$ cat src/rtl/clk_div_ctrl.sv
// CE/CLR sequencer for one BUFGCE_DIV divider: START/STOP/RESTART commands over valid/ready.
// Optional restart counter output (restart_cnt_o) is built when CLK_DIV_CTRL_CNT_EN is defined.
module clk_div_ctrl #(
  parameter int DIV         = 2,
  parameter int CLR_CYCLES  = 4,
  parameter int SETTLE_DIVS = 2
) (
  input  logic        clk_i,
  input  logic        rst_i,
  // Handshake: a command transfers on a clk_i edge where cmd_valid_i && cmd_ready_o;
  // the master holds cmd_valid_i/cmd_op_i stable until that edge.
  input  logic        cmd_valid_i,
  output logic        cmd_ready_o,
  input  logic [1:0]  cmd_op_i,
  output logic        bufg_ce_o,
  output logic        bufg_clr_o,
  output logic        div_clk_ready_o,
  output logic        busy_o,
  output logic        err_o,
  output logic [2:0]  dbg_state_o
`ifdef CLK_DIV_CTRL_CNT_EN
  ,
  output logic [15:0] restart_cnt_o
`endif
);

  localparam int SETTLE_CYC = SETTLE_DIVS * DIV;
  localparam int MAX_A      = (CLR_CYCLES > SETTLE_DIVS * 8) ? CLR_CYCLES : SETTLE_DIVS * 8;
  localparam int MAX_B      = (MAX_A > 8) ? MAX_A : 8;
  localparam int CW         = $clog2(MAX_B + 1);

  localparam logic [CW-1:0] L_CLR = CW'(CLR_CYCLES);
  localparam logic [CW-1:0] L_SET = CW'(SETTLE_CYC);
  localparam logic [CW-1:0] L_STP = CW'(DIV);

  localparam logic [1:0] OP_START   = 2'b01;
  localparam logic [1:0] OP_STOP    = 2'b10;
  localparam logic [1:0] OP_RESTART = 2'b11;

  if (DIV < 1 || DIV > 8) begin : g_bad_div
    $error("clk_div_ctrl: DIV must be in 1..8");
  end
  if (CLR_CYCLES < 1) begin : g_bad_clr
    $error("clk_div_ctrl: CLR_CYCLES must be >= 1");
  end
  if (SETTLE_DIVS < 1) begin : g_bad_settle
    $error("clk_div_ctrl: SETTLE_DIVS must be >= 1");
  end

  typedef enum logic [2:0] {
    S_OFF      = 3'd0,
    S_CLEAR    = 3'd1,
    S_SETTLE   = 3'd2,
    S_RUN      = 3'd3,
    S_STOPPING = 3'd4
  } state_t;

  state_t        r_state;
  logic [CW-1:0] r_cnt;
  logic          r_ce, r_clr, r_rdy, r_busy, r_cmd_ready, r_err, r_restart;
  logic          w_accept, w_cnt_last, w_enter_clear;

  // Output pattern {ce, clr, ready, busy, cmd_ready} for each state.
  function automatic logic [4:0] outs(state_t s);
    case (s)
      S_OFF:      outs = 5'b01001;
      S_CLEAR:    outs = 5'b01010;
      S_SETTLE:   outs = 5'b10010;
      S_RUN:      outs = 5'b10101;
      S_STOPPING: outs = 5'b00010;
      default:    outs = 5'b01001;
    endcase
  endfunction

  assign w_accept      = cmd_valid_i && r_cmd_ready;
  assign w_cnt_last    = (r_cnt == CW'(1));
  assign w_enter_clear = ((r_state == S_OFF) && w_accept &&
                          ((cmd_op_i == OP_START) || (cmd_op_i == OP_RESTART))) ||
                         ((r_state == S_STOPPING) && w_cnt_last && r_restart);

  always_ff @(posedge clk_i) begin
    if (rst_i) begin
      r_state     <= S_OFF;
      r_cnt       <= '0;
      r_ce        <= 1'b0;
      r_clr       <= 1'b1;
      r_rdy       <= 1'b0;
      r_busy      <= 1'b0;
      r_cmd_ready <= 1'b1;
      r_err       <= 1'b0;
      r_restart   <= 1'b0;
    end else begin
      r_err <= 1'b0;
      case (r_state)
        S_OFF: begin
          if (w_enter_clear) begin
            r_state <= S_CLEAR;
            r_cnt   <= L_CLR;
            {r_ce, r_clr, r_rdy, r_busy, r_cmd_ready} <= outs(S_CLEAR);
          end else if (w_accept && cmd_op_i == OP_STOP) begin
            r_err <= 1'b1;
          end
        end
        S_CLEAR: begin
          if (w_cnt_last) begin
            r_state <= S_SETTLE;
            r_cnt   <= L_SET;
            {r_ce, r_clr, r_rdy, r_busy, r_cmd_ready} <= outs(S_SETTLE);
          end else begin
            r_cnt <= r_cnt - CW'(1);
          end
        end
        S_SETTLE: begin
          if (w_cnt_last) begin
            r_state <= S_RUN;
            r_cnt   <= '0;
            {r_ce, r_clr, r_rdy, r_busy, r_cmd_ready} <= outs(S_RUN);
          end else begin
            r_cnt <= r_cnt - CW'(1);
          end
        end
        S_RUN: begin
          if (w_accept && (cmd_op_i == OP_STOP || cmd_op_i == OP_RESTART)) begin
            r_state   <= S_STOPPING;
            r_cnt     <= L_STP;
            r_restart <= (cmd_op_i == OP_RESTART);
            {r_ce, r_clr, r_rdy, r_busy, r_cmd_ready} <= outs(S_STOPPING);
          end else if (w_accept && cmd_op_i == OP_START) begin
            r_err <= 1'b1;
          end
        end
        S_STOPPING: begin
          // CE stays low for DIV source cycles so the divided period in flight completes.
          if (w_enter_clear) begin
            r_state <= S_CLEAR;
            r_cnt   <= L_CLR;
            {r_ce, r_clr, r_rdy, r_busy, r_cmd_ready} <= outs(S_CLEAR);
          end else if (w_cnt_last) begin
            r_state <= S_OFF;
            r_cnt   <= '0;
            {r_ce, r_clr, r_rdy, r_busy, r_cmd_ready} <= outs(S_OFF);
          end else begin
            r_cnt <= r_cnt - CW'(1);
          end
        end
        default: begin
          r_state <= S_OFF;
          r_cnt   <= '0;
          {r_ce, r_clr, r_rdy, r_busy, r_cmd_ready} <= outs(S_OFF);
        end
      endcase
    end
  end

`ifdef CLK_DIV_CTRL_CNT_EN
  logic [15:0] r_restart_cnt;
  always_ff @(posedge clk_i) begin
    if (rst_i) begin
      r_restart_cnt <= '0;
    end else if (w_enter_clear && r_restart_cnt != 16'hFFFF) begin
      r_restart_cnt <= r_restart_cnt + 16'd1;
    end
  end
  assign restart_cnt_o = r_restart_cnt;
`endif

  assign cmd_ready_o     = r_cmd_ready;
  assign bufg_ce_o       = r_ce;
  assign bufg_clr_o      = r_clr;
  assign div_clk_ready_o = r_rdy;
  assign busy_o          = r_busy;
  assign err_o           = r_err;
  assign dbg_state_o     = r_state;

endmodule

$ cat config.mk
export PLATFORM = sky130hd
export DESIGN_NAME = clk_div_ctrl
export DESIGN_NICKNAME = d
export VERILOG_FILES = /design/src/rtl/clk_div_ctrl.sv
export SDC_FILE = /design/constraint.sdc
export NUM_CORES = 1
export LEC_CHECK = 0
export ABC_AREA = 1
export BUFFER_PORTS_ARGS = -buffer_cell sky130_fd_sc_hd__buf_2
export CORE_MARGIN = 2
export CORE_UTILIZATION = 30
export DETAILED_ROUTE_END_ITERATION = 10
export PLACE_DENSITY_LB_ADDON = 0.08
export SLEW_MARGIN = 5
export SYNTH_ARGS = -nofsm -noshare
export SYNTH_HDL_FRONTEND = slang
export SYNTH_SLANG_ARGS = --single-unit
$ cat constraint.sdc
create_clock -name clk_i -period 3.85 [get_ports clk_i]
set_input_delay 0.5775 -clock clk_i [delete_from_list [all_inputs] [get_ports clk_i]]
set_output_delay 0.5775 -clock clk_i [all_outputs]
set_load 0.02 [all_outputs]
==> results.cfg, run 1 <==
[worst_setup_path]
cp.buffers_inverters = 1
critical_path.max_fanout = 7
critical-path-top-delay-family = flip-flops
crit_path_max_incr_delay_ps = 480
critical_path.endpoint = dbg_state_o[2]
worstPathCellList = buf_2
worst_setup_path_start_kind = register
regToRegSetupSlack_ps = 2320
crit_arrival_ps = 990
timing.setup.critical_path_class = reg2out
critPathSlowestCell = sky130_fd_sc_hd__dfxtp_1
worstReg2RegEnd = r_cnt[2]
startpoint = dbg_state_o[2]
timing.critical_path.required_ps = 3270
timing.critical_path.to_type = output pin
timing.critical_path.depth = 1
worst_r2r_path_depth = 10
worstReg2RegStart = r_cnt[1]

[cts]
clock_root_buffer = sky130_fd_sc_hd__clkbuf_4
max-clock-path-buffers = 2
clkSlewWorstSetupHoldPaths_ps = 100
clock_tree_from_tritoncts = built
clock_sink_count = 15
post_cts.resized_instances = 0
clock_latency_ps = 290
hold_bufs_at_cts = 0
postCtsSetupBuffers = 0
cts_made_buffers = 3
htreeDepth = 1

[global_routing]
wire_length_of_the_first_global_routing_pass_microns = 3660
first_global_vias = 782
gr-usage-all-layers_pct = 13.9
grt_max_degree = 14
globalRoute.totalOverflow = 0
antenna_violations_before_repair = 0

[route]
route.final.wire_length_microns = 2130
drt-vias-per-instance = 4.37
num_vias = 856
detailedRoute.firstIterationViolations = 40
post_drt_wl_per_cell_microns = 10.9
topRoutingLayerUsed = met4
met2WireLength_microns = 920
met3_length_microns = 95
detail_route.drc_violations = 0
drt_first_pass_iters = 4
postRouteAntennaNets = 0
met1_length_microns = 1090

[final_layout]
area_growth_syn_to_layout_pct = 15.1
fin_nets = 160
area.sequential_sq_um = 300
finalNonFillerCells = 196
multiInputGateArea_sq_um = 567
drive_gt1_share_pct = 25.7
filler_cell_count = 329
antenna-diode-count = 0

[min_path]
min-delay-path-class = reg2reg

[floorplanning]
die_h_microns = 60.1
io_pins = 14
fp.dieW_microns = 60.1
core_area_sq_um = 3030
row_count = 20
floorplan.initialDensity_pct = 31.2
die-area_sq_um = 3610

[sta]
fin_worst_hold_slack_ps = 476
timing.final.hold_violations = 0
relative_max_transition_margin_pct = 79.9
transition_time_of_the_tightest_slew_check_pin_ps = 301
finalCritPeriodShare_pct = 40.8
clock-skew-final_ps = 4.93
max_freq_ghz = 0.637
setup_viol = 0
final.setup.tns_ps = 0
unrepaired_setup_endpoints_after_global_routing = no
fin_crit_ps = 1570
maxSlewViolCount = 0

[logic_synthesis]
syn_inst = 136
muxShareOfSynthArea_pct = 0
synth-edff-count = 0
area_share_of_fa_ha_maj_cells_after_synthesis_pct = 2.65
yosys_most_used_dff = sky130_fd_sc_hd__dfxtp_1
net_count_after_synthesis = 143
postSynth.asyncResetShare_pct = 0
synth.lib_cells_used.distinct = 25
synth.ff_latch_count = 15
avg_cell_area_syn_sq_um = 6.95
synth_xor_area_share_pct = 2.78
synthSimpleGateAreaFrac_pct = 40.1
synth_compound_area_share_pct = 14.4
synthesis.area_sq_um = 945
synth.yosys.seq_area_share_pct = 31.8
synth_top_family_by_area = simple AND/OR/NAND/NOR gates
yosys_warnings = 0

[power_and_ir_drop]
static-leakage-power_uw = 0.000477
p_total_uw = 856
worst_vdd_ir_mv = 0.341
power_frac_clock_pct = 11.2
power.switching_uw = 430
seqPwrFrac_pct = 28.5
cellPowerDensity_nw_per_um2 = 787
switching_share_pct = 50.3
cell_internal_pwr_uw = 426
relative_contribution_of_combinational_cells_to_total_power_pct = 60.3

[placed_design]
io_buffers = 13
globalplace.congestion = 0.771
dpl.hpwl_microns = 1620
numPlacedInstances = 192

[flow_run]
timing.max_cap.violations = 0

[status]
run_status = complete, no violations
synthesized netlist by cell type (2+ instances only):
cell	instances	area, sq um
sky130_fd_sc_hd__inv_2	4	15.0
sky130_fd_sc_hd__dfxtp_1	15	300
sky130_fd_sc_hd__nand3_1	9	45.0
sky130_fd_sc_hd__a21oi_1	13	65.1
sky130_fd_sc_hd__a21oi_2	2	17.5
sky130_fd_sc_hd__xor2_1	3	26.3
sky130_fd_sc_hd__nor3_1	2	10.0
sky130_fd_sc_hd__nor2_4	2	22.5
sky130_fd_sc_hd__ha_1	2	25.0
sky130_fd_sc_hd__nand3_2	3	30.0
sky130_fd_sc_hd__inv_1	13	48.8
sky130_fd_sc_hd__nor2_1	9	33.8
sky130_fd_sc_hd__o211ai_1	3	22.5
sky130_fd_sc_hd__nand2_1	38	143
sky130_fd_sc_hd__nand2_2	4	25.0
sky130_fd_sc_hd__o21ai_0	3	15.0
sky130_fd_sc_hd__nand2_4	3	33.8
final cells by class:
| type | instances | area share (%) |
|---|---|---|
| clock buffers | 4 | 2.42 |
| flip-flops and latches | 15 | 27.6 |
| repair buffers | 13 | 5.98 |
| multi-input cells | 101 | 52.1 |
| well taps | 44 | 5.06 |
| inverters | 19 | 6.79 |
registers in the layout, summed over array words and instances, names as in the netlist:
| name | flops |
|---|---|
| r_cnt | 5 |
| dbg_state_o | 3 |
| bufg_ce_o | 1 |
| bufg_clr_o | 1 |
| busy_o | 1 |
| cmd_ready_o | 1 |
| div_clk_ready_o | 1 |
| err_o | 1 |
| r_restart | 1 |
cell families (layout without fill, tap and decap cells):
group                    Yosys count  count (layout)
AND/OR/NAND/NOR                   74              74
AO/OA/AOI/OAI                     22              22
buffers and inverters             20              36
flip-flops                        15              15
XOR/XNOR                           3               3
adder cells (fa/ha/maj)            2               2
layer usage:
| layer | GRT usage [%] | vias to the layer above |
|---|---|---|
| met5 | 0 | - |
| met4 | 5.71 | 0 |
| met3 | 3.25 | 2 |
| met2 | 19.9 | 18 |
| met1 | 19.7 | 370 |
| li1 | - | 466 |
cell usage in the layout (no fill, tap or decap):
cell | Yosys | routed
sky130_fd_sc_hd__clkbuf_1 | 1 | 1
sky130_fd_sc_hd__a21oi_2 | 2 | 2
sky130_fd_sc_hd__nor2_1 | 9 | 9
sky130_fd_sc_hd__xor2_1 | 3 | 3
sky130_fd_sc_hd__nand2_2 | 4 | 4
sky130_fd_sc_hd__ha_1 | 2 | 2
sky130_fd_sc_hd__dfxtp_1 | 15 | 15
sky130_fd_sc_hd__buf_2 | 0 | 13
sky130_fd_sc_hd__clkbuf_4 | 0 | 3
sky130_fd_sc_hd__nand3_2 | 3 | 3
sky130_fd_sc_hd__nand3_4 | 1 | 1
sky130_fd_sc_hd__or2_2 | 1 | 1
sky130_fd_sc_hd__nand4_1 | 1 | 1
sky130_fd_sc_hd__o21ai_0 | 3 | 3
sky130_fd_sc_hd__inv_2 | 4 | 4
sky130_fd_sc_hd__clkinv_1 | 1 | 1
sky130_fd_sc_hd__nor2_2 | 1 | 1
sky130_fd_sc_hd__nor2_4 | 2 | 2
sky130_fd_sc_hd__nand2_1 | 38 | 38
sky130_fd_sc_hd__a21oi_1 | 13 | 13
sky130_fd_sc_hd__inv_1 | 13 | 13
sky130_fd_sc_hd__nand3_1 | 9 | 9
sky130_fd_sc_hd__o21ai_4 | 1 | 1
sky130_fd_sc_hd__o211ai_1 | 3 | 3
sky130_fd_sc_hd__inv_4 | 1 | 1
sky130_fd_sc_hd__nand2_4 | 3 | 3
sky130_fd_sc_hd__nor3_1 | 2 | 2
power groups by stage:
| stage | Clock (uW) | Sequential [uW] | Combinational (uW) |
|---|---|---|---|
| floorplan | 0 | 273 | 390 |
| global placement | 0 | 249 | 525 |
| detailed placement | 0 | 248 | 518 |
| CTS | 97.9 | 245 | 522 |
| global route | 110 | 252 | 585 |
| finish | 95.9 | 244 | 516 |
per-stage QoR:
stage / worst slack, ps / cell area [sq um] / util (%)
after floorplan: 2460 / 945 / -
after global placement: 2230 / 1060 / 35.0
after detailed placement: 2230 / 1060 / 35.0
after CTS: 2280 / 1090 / 35.9
after global routing: 2150 / 1090 / 35.9
final: 2280 / 1090 / 35.9
worst min path at each step:
stage               startpoint         to  slack [ps]  depth (start not counted)
floorplan             r_cnt[1]   r_cnt[1]         440                          2
global placement     bufg_ce_o  bufg_ce_o         450                          2
detailed placement   bufg_ce_o  bufg_ce_o         460                          2
CTS                   r_cnt[1]   r_cnt[1]         480                          2
global route         bufg_ce_o  bufg_ce_o         490                          2
finish               bufg_ce_o  bufg_ce_o         480                          2
Note: power is estimated with default switching activity, not from simulation.
==> inputs of run 2 (changes only) <==
--- a/config.mk
+++ b/config.mk
@@ -5,7 +5,7 @@
 export SDC_FILE = /design/constraint.sdc
 export NUM_CORES = 1
 export LEC_CHECK = 0
-export ABC_AREA = 1
+export ABC_AREA = 0
 export BUFFER_PORTS_ARGS = -buffer_cell sky130_fd_sc_hd__buf_2
 export CORE_MARGIN = 2
 export CORE_UTILIZATION = 30
==> constraint.sdc (replaced) <==
create_clock -name clk_i -period 1.62 [get_ports clk_i]
set_input_delay 0.243 -clock clk_i [delete_from_list [all_inputs] [get_ports clk_i]]
set_output_delay 0.243 -clock clk_i [all_outputs]
set_load 0.02 [all_outputs]
==> run 2 against run 1 <==
  * The flow now finishes with violations (setup timing)
  * Final area grew 31%
  * Clock power grew 150%
  * Sequential share of layout area shrank 6.1 points
  * Clock skew grew 2.1 ps
  * Combinational power grew to 3.3 times the previous value
  * Non-clock buffer count grew 29
  * Wire length grew 42%
  * Sequential power grew 140%
  * Flip-flop and latch count is the same
  * Largest cell class unchanged
  * Highest routed layer unchanged
==> results.cfg, run 2 <==
[cts]
clock_root_buffer = sky130_fd_sc_hd__clkbuf_4
clock_tree_from_tritoncts = built
hold_bufs_at_cts = 0
cts_made_buffers = 3
clkSlewWorstSetupHoldPaths_ps = 100
clock_latency_ps = 300
max-clock-path-buffers = 2
clock_sink_count = 15
htreeDepth = 1

[final_layout]
area_growth_syn_to_layout_pct = 42.0
multiInputGateArea_sq_um = 711
antenna-diode-count = 0
finalInstanceArea_sq_um = 1420
top_library_cells_by_usage_in_the_layout_fill_and_taps_aside = 24 x sky130_fd_sc_hd__buf_4, 14 x sky130_fd_sc_hd__nor2_1, 14 x sky130_fd_sc_hd__a21oi_1
filler_cell_count = 337
largest_register_ffs = 5
drive_gt1_share_pct = 36.7
area.sequential_sq_um = 305
fin_nets = 177
top_register = r_cnt
layout_commonest_cell = sky130_fd_sc_hd__buf_4

[global_routing]
globalRoute.totalOverflow = 0
antenna_violations_before_repair = 0
globalRouteMet1Util_pct = 23.7
grt_max_degree = 17
grt_met3_usage_pct = 2.48
first_global_vias = 1076
gr-usage-all-layers_pct = 18.0
grt_use_met2_pct = 29.9
wire_length_of_the_first_global_routing_pass_microns = 5000
busiest_layer = met2

[placed_design]
io_buffers = 13
dpl.hpwl_microns = 2200
preCtsSetupSlack_ps = -285
detailed_place.area_sq_um = 1290
globalplace.congestion = 0.872

[status]
run_status = finished with violations
failing_checks = setup timing

[logic_synthesis]
post-synth-top-count-cell = sky130_fd_sc_hd__a21oi_1
yosys_warnings = 0
ys_top_cells_by_area = sky130_fd_sc_hd__dfxtp_1 30%, sky130_fd_sc_hd__a21oi_1 8.0%, sky130_fd_sc_hd__nor2_1 5.3%
synth_largest_area_cell = sky130_fd_sc_hd__dfxtp_1
synth_xor_area_share_pct = 2.62
synth_top_family_by_area = compound AO/OA/AOI/OAI gates
synth-edff-count = 0
net_count_after_synthesis = 142
syn_inst = 135
synthesis.area_sq_um = 1000
synth_top_area_share_pct = 30.0
synth.lib_cells_used.distinct = 40
synth_top_cells_by_count = 16 x sky130_fd_sc_hd__a21oi_1, 15 x sky130_fd_sc_hd__dfxtp_1, 14 x sky130_fd_sc_hd__nor2_1
synth.ff_latch_count = 15
area_share_of_fa_ha_maj_cells_after_synthesis_pct = 3.50
synth_compound_area_share_pct = 27.8
yosys_most_used_dff = sky130_fd_sc_hd__dfxtp_1
avg_cell_area_syn_sq_um = 7.41
synthSimpleGateAreaFrac_pct = 27.1
postSynth.asyncResetShare_pct = 0
synth.yosys.seq_area_share_pct = 30.0
muxShareOfSynthArea_pct = 2.00

[power_and_ir_drop]
static-leakage-power_uw = 0.000557
worst_vdd_ir_mv = 0.925
cellPowerDensity_nw_per_um2 = 1770

[sta]
timing.final.hold_violations = 0
max_freq_ghz = 0.524
fin_crit_ps = 1910
clock-skew-final_ps = 7.07
finalCritPeriodShare_pct = 118
maxSlewViolCount = 0
setup_viol = 12
unrepaired_setup_endpoints_after_global_routing = yes
relative_max_transition_margin_pct = 71.9
post-route-worst-setup-slack_ps = -290
transition_time_of_the_tightest_slew_check_pin_ps = 411

[worst_setup_path]
worstReg2RegEnd = bufg_ce_o
regToRegSetupSlack_ps = -290
timing.critical_path.to_type = register
worstReg2RegStart = r_cnt[1]
worst_r2r_path_depth = 7
crit_arrival_ps = 2140
startpoint = r_cnt[1]
timing.critical_path.required_ps = 1850
timing.setup.critical_path_class = reg2reg
critical_path.endpoint = bufg_ce_o
worst_setup_path_start_kind = register
critical_path.max_fanout = 6

[route]
detailedRoute.firstIterationViolations = 31
route.final.wire_length_microns = 3020
drt_first_pass_iters = 4
num_vias = 1130
postRouteAntennaNets = 0
post_drt_wl_per_cell_microns = 14.2
detail_route.drc_violations = 0
drt-vias-per-instance = 5.31

[flow_run]
timing.max_cap.violations = 0

[floorplanning]
row_count = 20
io_pins = 14
floorplan.initialDensity_pct = 32.3
die_h_microns = 61.8
fp.dieW_microns = 61.8
die-area_sq_um = 3810
core_area_sq_um = 3100

[min_path]
min-delay-path-class = in2reg
## run 2: report_power, final
group	internal, uW	leakage, uW	switching, uW
sequential	478	0.000124	104
clock	95.9	0.0000150	139
combinational	804	0.000418	898
total	1380	0.000557	1140
## run 2: critical path, cell delays in order, from the launching register on
cell	delay, ps
sky130_fd_sc_hd__dfxtp_2	340
sky130_fd_sc_hd__inv_2	60
sky130_fd_sc_hd__ha_4	120
sky130_fd_sc_hd__or4b_4	510
sky130_fd_sc_hd__a32oi_2	210
sky130_fd_sc_hd__o211ai_2	130
sky130_fd_sc_hd__or3_1	360
sky130_fd_sc_hd__a21oi_1	120
## run 2: layout make-up
| cell class | instances | share of cell area (%) |
|---|---|---|
| clock buffer | 4 | 1.85 |
| inverter | 6 | 1.58 |
| multi-input combinational | 102 | 50.0 |
| sequential | 15 | 21.5 |
| tap | 44 | 3.87 |
| timing repair buffer | 42 | 21.2 |
## run 2: metal layers
metal  vias to the layer above  wire (microns)
met1                       539            1480
met4                         0              61
met3                         7              81
li1                        564               -
met2                        20            1400
met5                         -               0
## run 2: cells by family (layout without fill, tap and decap cells)
kind of cell | Yosys count | in the layout
simple gates | 52 | 52
flops | 15 | 15
compound gates | 42 | 42
fa+ha+maj | 3 | 3
xor+xnor | 3 | 3
buf+inv | 18 | 52
mux | 2 | 2
## run 2: worst min path at each step
| stage | start | to | slack, ps | depth (start not counted) |
|---|---|---|---|---|
| floorplan | cmd_op_i[0] | r_restart | 390 | 2 |
| global placement | bufg_ce_o | bufg_ce_o | 450 | 2 |
| detailed placement | bufg_ce_o | bufg_ce_o | 450 | 2 |
| CTS | cmd_valid_i | err_o | 230 | 3 |
| global route | cmd_valid_i | err_o | 270 | 3 |
| finish | cmd_valid_i | err_o | 250 | 3 |
## run 2: repair_timing
action                     4_1_cts  5_1_grt
setup endpoints to repair       11       12
gates resized for setup         14        3
buffers inserted                 4        0
pin swaps                       11        5
## run 2: metrics by stage
| stage | hold slack [ps] | utilization (%) | instances | setup TNS (ps) | total power (uW) |
|---|---|---|---|---|---|
| floorplan | 390 | - | 135 | -1280 | 1540 |
| global placement | 447 | 41.7 | 205 | -1700 | 2070 |
| detailed placement | 455 | 41.7 | 205 | -1810 | 2080 |
| CTS | 235 | 45.3 | 213 | -2440 | 2490 |
| global route | 274 | 45.8 | 213 | -3260 | 2710 |
| finish | 250 | 45.8 | 213 | -2310 | 2520 |
==> inputs of run 3 (changes only) <==
--- a/config.mk
+++ b/config.mk
@@ -5,12 +5,13 @@
 export SDC_FILE = /design/constraint.sdc
 export NUM_CORES = 1
 export LEC_CHECK = 0
-export ABC_AREA = 0
+export ABC_AREA = 1
 export BUFFER_PORTS_ARGS = -buffer_cell sky130_fd_sc_hd__buf_2
 export CORE_MARGIN = 2
 export CORE_UTILIZATION = 30
 export DETAILED_ROUTE_END_ITERATION = 10
 export PLACE_DENSITY_LB_ADDON = 0.08
+export SETUP_SLACK_MARGIN = 0.3
 export SLEW_MARGIN = 5
 export SYNTH_ARGS = -nofsm -noshare
 export SYNTH_HDL_FRONTEND = slang
==> run 3 against run 2 <==
  * The run now ends clean
  * Final cell count fell by 0.94%
  * Global-route usage decreased by 3.4 points
  * Critical path depth fell by 1
  * Worst setup slack better by 560 ps
  * Die area is 5.3% lower
  * Maximum frequency rose by 41%
  * Sequential power up 5.3%
  * Clock power about the same
  * Combinational power down 4%
  * Wire length is 19% lower
  * Power decreased by 1.6%
  * Non-clock buffer count fell by 14
  * Critical path type unchanged
  * Largest cell class unchanged
  * Largest power group unchanged
==> results.cfg, run 3 (synthesis gave the netlist of run 1 again) <==
[power_and_ir_drop]
worst_vdd_ir_mv = 0.643
static-leakage-power_uw = 0.000568
cellPowerDensity_nw_per_um2 = 1870

[worst_setup_path]
worst_setup_path_start_kind = register
crit_arrival_ps = 1550
critical_path.max_fanout = 4
timing.critical_path.required_ps = 1820
timing.critical_path.to_type = register
worstReg2RegStart = r_cnt[2]
regToRegSetupSlack_ps = 270
timing.setup.critical_path_class = reg2reg
worst_r2r_path_depth = 6
critPathSlowestCell = sky130_fd_sc_hd__dfxtp_1
worstReg2RegEnd = cmd_ready_o
crit_path_max_incr_delay_ps = 490
timing.critical_path.mode_cell = sky130_fd_sc_hd__nand2_1
worstPathCellList = inv_1, nand2_1, nor2_4, or2_2, a21oi_2, nand2_1

[route]
drt_first_pass_iters = 4
topRoutingLayerUsed = met4
postRouteAntennaNets = 0
drt-vias-per-instance = 4.55
met1_length_microns = 1170
post_drt_wl_per_cell_microns = 11.6
route.final.wire_length_microns = 2460
met2WireLength_microns = 1130
met3_length_microns = 119
detail_route.drc_violations = 0
num_vias = 961
detailedRoute.firstIterationViolations = 14

[min_path]
min-delay-path-class = in2reg
hold_end = err_o
hold_depth = 4
min_from = cmd_op_i[1]

[floorplanning]
row_count = 20
die_h_microns = 60.1
fp.dieW_microns = 60.1
core_area_sq_um = 3030
io_pins = 14
die-area_sq_um = 3610
floorplan.initialDensity_pct = 31.2

[sta]
timing.final.hold_violations = 0
maxSlewViolCount = 0
transition_time_of_the_tightest_slew_check_pin_ps = 286
unrepaired_setup_endpoints_after_global_routing = yes
setup_viol = 0
clock-skew-final_ps = 5.83
relative_max_transition_margin_pct = 81.0
fin_crit_ps = 1350
finalCritPeriodShare_pct = 83.6
final.setup.tns_ps = 0
max_freq_ghz = 0.738

[placed_design]
io_buffers = 13
dpl.hpwl_microns = 1680
globalplace.congestion = 0.784

[cts]
cts_made_buffers = 3
clock_sink_count = 15
clock_root_buffer = sky130_fd_sc_hd__clkbuf_4
hold_bufs_at_cts = 0
clock_tree_from_tritoncts = built
clkSlewWorstSetupHoldPaths_ps = 100
htreeDepth = 1
max-clock-path-buffers = 2
clock_latency_ps = 300

[final_layout]
top_register = r_cnt
top_library_cells_by_usage_in_the_layout_fill_and_taps_aside = 36 x sky130_fd_sc_hd__nand2_1, 13 x sky130_fd_sc_hd__buf_2, 13 x sky130_fd_sc_hd__buf_4
antenna-diode-count = 0
drive_gt1_share_pct = 43.7
layout_commonest_cell = sky130_fd_sc_hd__nand2_1
final_core_util_pct = 43.7
fin_nets = 175
area_growth_syn_to_layout_pct = 40.0
largest_register_ffs = 5

[global_routing]
first_global_vias = 830
gr-usage-all-layers_pct = 14.6
globalRoute.totalOverflow = 0
grt_max_degree = 14
antenna_violations_before_repair = 0
wire_length_of_the_first_global_routing_pass_microns = 3860

[flow_run]
timing.max_cap.violations = 0

[status]
run_status = complete, no violations
==> run 3: cell types whose count changed in the layout (fill, tap and decap cells not counted), sizes merged, moves of 3 or more <==
cell	change
nor2b	-3
nand2	+37
nor3	-6
o21ai	-5
nand3	+8
buf	-14
inv	+13
==> run 3: repair_timing <==
action / 4_1_cts / 5_1_grt
setup buffers: 4 / 11
endpoints found under the setup margin: 9 / 11
resized for setup: 9 / 21
pin swaps: 2 / 6
==> run 3: power by group <==
| part | switching [uW] | total [uW] | internal, uW |
|---|---|---|---|
| Combinational | 932 | 1630 | 697 |
| Clock | 140 | 236 | 95.9 |
| Sequential | 115 | 613 | 498 |
==> run 3: through the flow <==
stage                     setup slack (ps)  area, sq um  hold WS, ps  power, uW  instances
after floorplan                        315          961          312       1590        136
after global placement                 170         1080          455       1870        192
after detailed placement               168         1080          458       1850        192
after CTS                              288         1160          268       2210        200
after global routing                   200         1320          298       2710        211
final                                  266         1320          268       2480        211
==> run 3: how the worst max path moves through the flow <==
stage | startpoint | endpoint | slack (ps)
6_report | r_cnt[2] | cmd_ready_o | 270
5_1_grt | r_cnt[1] | bufg_clr_o | 200
4_1_cts | dbg_state_o[2] | bufg_ce_o | 290
3_5_place_dp | r_cnt[1] | bufg_clr_o | 170
3_3_place_gp | r_cnt[1] | bufg_clr_o | 170
2_1_floorplan | r_cnt[1] | dbg_state_o[1] | 310
==> run 3: routing by layer <==
metal	GRT usage (%)	vias to the layer above
met2	20.8	21
met4	6.67	0
met5	0	-
met3	3.25	4
li1	-	499
met1	20.8	437
==> run 3: final cells by class <==
cell class | instances | area, sq um
Sequential cell | 15 | 315
Timing Repair Buffer | 28 | 194
Fill cell | 323 | 1710
Multi-Input combinational cell | 101 | 648
Clock buffer | 4 | 26.3
Tap cell | 44 | 55.1
Inverter | 19 | 83.8
==> run 3: critical path: cells and delay by family (launching register included) <==
family	cells	cell delay, ps
AO/OA/AOI/OAI	1	140
AND/OR/NAND/NOR	4	530
flip-flops	1	490
buffers and inverters	1	100
